`src/rtl/vending_fsm_param.sv`:
```
// rtl/vending_fsm_param.sv - coin-operated vending controller with configurable price
// Accepts 50/100-unit coins, dispenses, pays change one coin per cycle, counts sales.
module vending_fsm_param #(
    parameter int PRICE_UNITS = 4,
    parameter int CREDIT_W    = 4,
    parameter int SALES_W     = 8
) (
    input  logic                clock,
    input  logic                reset,
    input  logic                in50,
    input  logic                in100,
    input  logic                cancel,
    output logic                dispense,
    output logic                change50,
    output logic                coin_reject,
    output logic                busy,
    output logic [CREDIT_W-1:0] credit,
    output logic [SALES_W-1:0]  sales_count
);

    typedef enum logic [1:0] {
        COLLECT  = 2'd0,
        DISPENSE = 2'd1,
        CHANGE   = 2'd2
    } state_t;

    localparam logic [CREDIT_W:0] PRICE = (CREDIT_W+1)'(PRICE_UNITS);

    state_t              state;
    logic [1:0]          value;
    logic                coin_present;
    logic [CREDIT_W:0]   sum;

    // One extra bit so credit plus a double coin never wraps before the price compare.
    assign value        = {in100, in50};
    assign coin_present = in50 | in100;
    assign sum          = {1'b0, credit} + (CREDIT_W+1)'(value);
    assign busy         = (state != COLLECT);

    always_ff @(posedge clock) begin
        if (reset) begin
            state       <= COLLECT;
            credit      <= '0;
            sales_count <= '0;
            dispense    <= 1'b0;
            change50    <= 1'b0;
            coin_reject <= 1'b0;
        end else begin
            dispense    <= 1'b0;
            change50    <= 1'b0;
            coin_reject <= 1'b0;
            case (state)
                COLLECT: begin
                    if (cancel && credit != '0) begin
                        state       <= CHANGE;
                        change50    <= 1'b1;
                        credit      <= credit - CREDIT_W'(1);
                        coin_reject <= coin_present;
                    end else if (sum < PRICE) begin
                        credit <= sum[CREDIT_W-1:0];
                    end else begin
                        credit      <= CREDIT_W'(sum - PRICE);
                        dispense    <= 1'b1;
                        sales_count <= sales_count + SALES_W'(1);
                        state       <= DISPENSE;
                    end
                end
                DISPENSE, CHANGE: begin
                    // Coins arriving while busy are bounced back by the hopper hardware.
                    coin_reject <= coin_present;
                    if (credit != '0) begin
                        change50 <= 1'b1;
                        credit   <= credit - CREDIT_W'(1);
                        state    <= CHANGE;
                    end else begin
                        state <= COLLECT;
                    end
                end
                default: state <= COLLECT;
            endcase
        end
    end

endmodule
```
`config.mk`:
```
export PLATFORM = sky130hd
export DESIGN_NAME = vending_fsm_param
export DESIGN_NICKNAME = d
export VERILOG_FILES = /design/src/rtl/vending_fsm_param.sv
export SDC_FILE = /design/constraint.sdc
export NUM_CORES = 1
export LEC_CHECK = 0
export CORE_ASPECT_RATIO = 1.25
export CORE_MARGIN = 5
export CORE_UTILIZATION = 35
export DETAILED_ROUTE_END_ITERATION = 6
export GPL_ROUTABILITY_DRIVEN = 0
export PLACE_DENSITY = 0.65
export RECOVER_POWER = 100
export SYNTH_ARGS = -nofsm -noshare
export SYNTH_HDL_FRONTEND = slang
export SYNTH_SLANG_ARGS = --single-unit
```
`constraint.sdc`:
```
create_clock -name clock -period 1.9 [get_ports clock]
set_input_delay 0.38 -clock clock [delete_from_list [all_inputs] [get_ports clock]]
set_output_delay 0.38 -clock clock [all_outputs]
set_load 0.01 [all_outputs]
```
==> flow_summary.yaml <==
placed_design:
  portBuffers: 20
  dp.cells: 189
  hpwl_um: 2260
outcome:
  violations: "negative setup slack"
  outcome: "finished with violations"
synth:
  syn_inst: 124
  synth_area_leaders: "dfxtp_1, ha_1, a21oi_1, inv_1, buf_6"
  synth-seq-area-share: 0.302
  yosysWarnings: 0
  synth_top_area_frac: 0.302
  async_flop_share: 0
  synth_seq_cells: 17
  synth_ff_type: "dfxtp_1"
  synth_edf_count: 0
  syn-num-nets: 136
  synth_area_per_cell_um2: 9.09
  synth_top_cell_by_area: "dfxtp_1"
  netlist_area_um2: 1130
  ys_types: 47
routing:
  drt_iter0_drc: 34
  vias: 1136
  viasPerCell: 5.77
  routed_wl_um: 3200
  ant_nets: 0
  drcViolationCount: 0
  post_drt_wl_per_cell_um: 16.2
  drtPass1Iterations: 4
grt:
  grt_first_pass_wirelength_um: 5220
  track_usage: 0.151
  grt_pass1_vias: 1188
  grt_antenna_before_repair: 0
  gr-total-overflow: 0
  grt_max_degree: 12
floorplan:
  initial_utilization: 0.356
  core-area_um2: 3170
  dieArea_um2: 4460
  io_pins: 21
  die_w_um: 60.8
  core.rowCount: 23
  die_h_um: 73.5
sta:
  setup_tns_ns: -0.113
  slew_viol_final: 0
  tightest_slew_ns: 0.354
  slew-limit-headroom: 0.762
  hold_ws_ns: 0.472
  rsz0062_at_grt: "yes"
  min_period_ns: 1.97
  report.final.hold_viol_count: 0
  fmax_ghz: 0.507
  fin_ws_ns: -0.0738
  period_share: 1.04
  setup_viol: 4
  finalClockSkew_ns: 0.00118
layout:
  fin_cells: 197
  nNetsFinal: 173
  synthToLayoutAreaGrowth_pct: 46.2
  final_layout_size_suffix_gt1_frac: 0.381
  n_antenna_cell: 0
clock_tree:
  cts_buffer_depth: 2
  cts_root_buf: "clkbuf_8"
  worstSkewPairLatency_ns: 0.25
  cts_hold_buf: 0
  clkSinkCount: 17
  cts_tree: "done"
  htree_levels: 1
  clk_pin_slew_ns: 0.07
  cts_buffers: 3
worst_setup_path:
  cp_max_fo: 8
  startpoint_type: "register"
  setup.worst_path.end_class: "register"
  crit_type: "register to register"
  crit_required_ns: 2.08
  crit_arrival_ns: 2.16
  rrSetupSlack_ns: -0.07
  ff2ff_path_depth: 7
power_and_ir_drop:
  ir_drop_mv: 0.918
  p_per_area_nw_per_um2: 1680
  leakagePower_uw: 0.000610
job:
  max-cap-violations: 0
min_path:
  min_path_cells: 3
  hold_class: "primary input to register"
-- repair_timing --
| item | 4_1_cts | 5_1_grt |
|---|---|---|
| resized for setup | 9 | 30 |
| pin swaps | 5 | 16 |
| endpoints found under the setup margin | 14 | 13 |
| hold endpoints to repair | 0 | 0 |
| cloned | 1 | 0 |
| setup buffers | 0 | 3 |
-- cells in the final DEF, fill, tap and decap left out, types with 2 or more instances in the layout --
cell             netlist  routed
buf_4                  0      16
dfxtp_1               17      14
clkdlybuf4s50_1        0      14
inv_1                 11      10
a21oi_2                0       8
nand3_1                6       6
a21oi_1               14       5
nor2_1                 5       4
nor3_1                 4       4
o21ai_0                5       4
ha_1                   6       4
o31ai_1                4       3
nand2_1                3       3
o22ai_1                3       3
clkbuf_8               2       3
dlygate4sd3_1          0       3
buf_6                  3       3
a21oi_4                1       2
nor3b_4                1       2
a22o_4                 1       2
or4_4                  0       2
nor4_1                 3       2
or3b_4                 1       2
o21ai_1                1       2
or4_1                  4       2
or3_4                  0       2
dfxtp_2                0       2
-- layer usage --
| layer | global-route usage | part of all wire | wire [um] | vias up |
|---|---|---|---|---|
| li1 | - | - | - | 545 |
| met1 | 0.179 | 0.41 | 1320 | 544 |
| met2 | 0.272 | 0.52 | 1670 | 43 |
| met3 | 0.0264 | 0.054 | 172 | 4 |
| met4 | 0.0386 | 0.0084 | 27 | 0 |
| met5 | 0 | 0 | 0 | - |
-- stage by stage --
stage | setup slack [ns] | power, uW | cell area (um^2) | util
2_1_floorplan | 0.00229 | 1640 | 1150 | -
3_3_place_gp | -0.521 | 2100 | 1420 | 0.450
3_5_place_dp | -0.567 | 2160 | 1420 | 0.450
4_1_cts | 0.00386 | 2530 | 1510 | 0.475
5_1_grt | -0.131 | 2980 | 1650 | 0.521
6_report | -0.0738 | 2770 | 1650 | 0.521
-- Yosys cell counts (2+ instances only) --
library cell,instances
a21oi_1,14
buf_6,3
clkbuf_1,2
clkbuf_8,2
dfxtp_1,17
ha_1,6
inv_1,11
nand2_1,3
nand3_1,6
nor2_1,5
nor3_1,4
nor4_1,3
o21ai_0,5
o22ai_1,3
o31ai_1,4
or3_1,2
or4_1,4
-- power breakdown --
group / total, uW / internal (uW) / switching, uW
logic: 1950 / 942 / 1010
registers: 555 / 456 / 98.6
clock network: 267 / 149 / 119
-- worst max-delay path, cell delays in order (launching register included) --
cell	delay, ns
dfxtp_4	0.37
ha_4	0.13
inv_2	0.04
fa_2	0.45
buf_6	0.15
a22o_4	0.25
or3_4	0.38
a21oi_2	0.13
-- area by class of cell --
cell class | instances | area (um^2)
inverter | 11 | 41.3
sequential | 17 | 347
fill | 306 | 1520
multi-input combinational | 89 | 818
timing repair buffer | 39 | 350
clock buffer | 4 | 45.0
tap | 37 | 46.3
-- path summary, 6_finish.rpt --
check                      start              to
setup / recovery       credit[0]  sales_count[0]
hold / removal              in50     coin_reject
setup reg to reg       credit[0]  sales_count[0]
hold reg to reg   sales_count[7]  sales_count[7]
-- registers in the layout (all words and copies together) (netlist names) --
register / flops
coin_reject: 1
credit: 4
sales_count: 8
dispense: 1
change50: 1
state: 2
-- kinds of logic after synthesis --
logic type | Yosys count | synth area share
AO/OA/AOI/OAI | 45 | 0.292
AND/OR/NAND/NOR | 34 | 0.190
buffers and inverters | 19 | 0.115
flip-flops | 17 | 0.302
adder cells (fa/ha/maj) | 7 | 0.0843
XOR/XNOR | 1 | 0.00777
multiplexers | 1 | 0.00888
(Power assumes the default switching activity.)
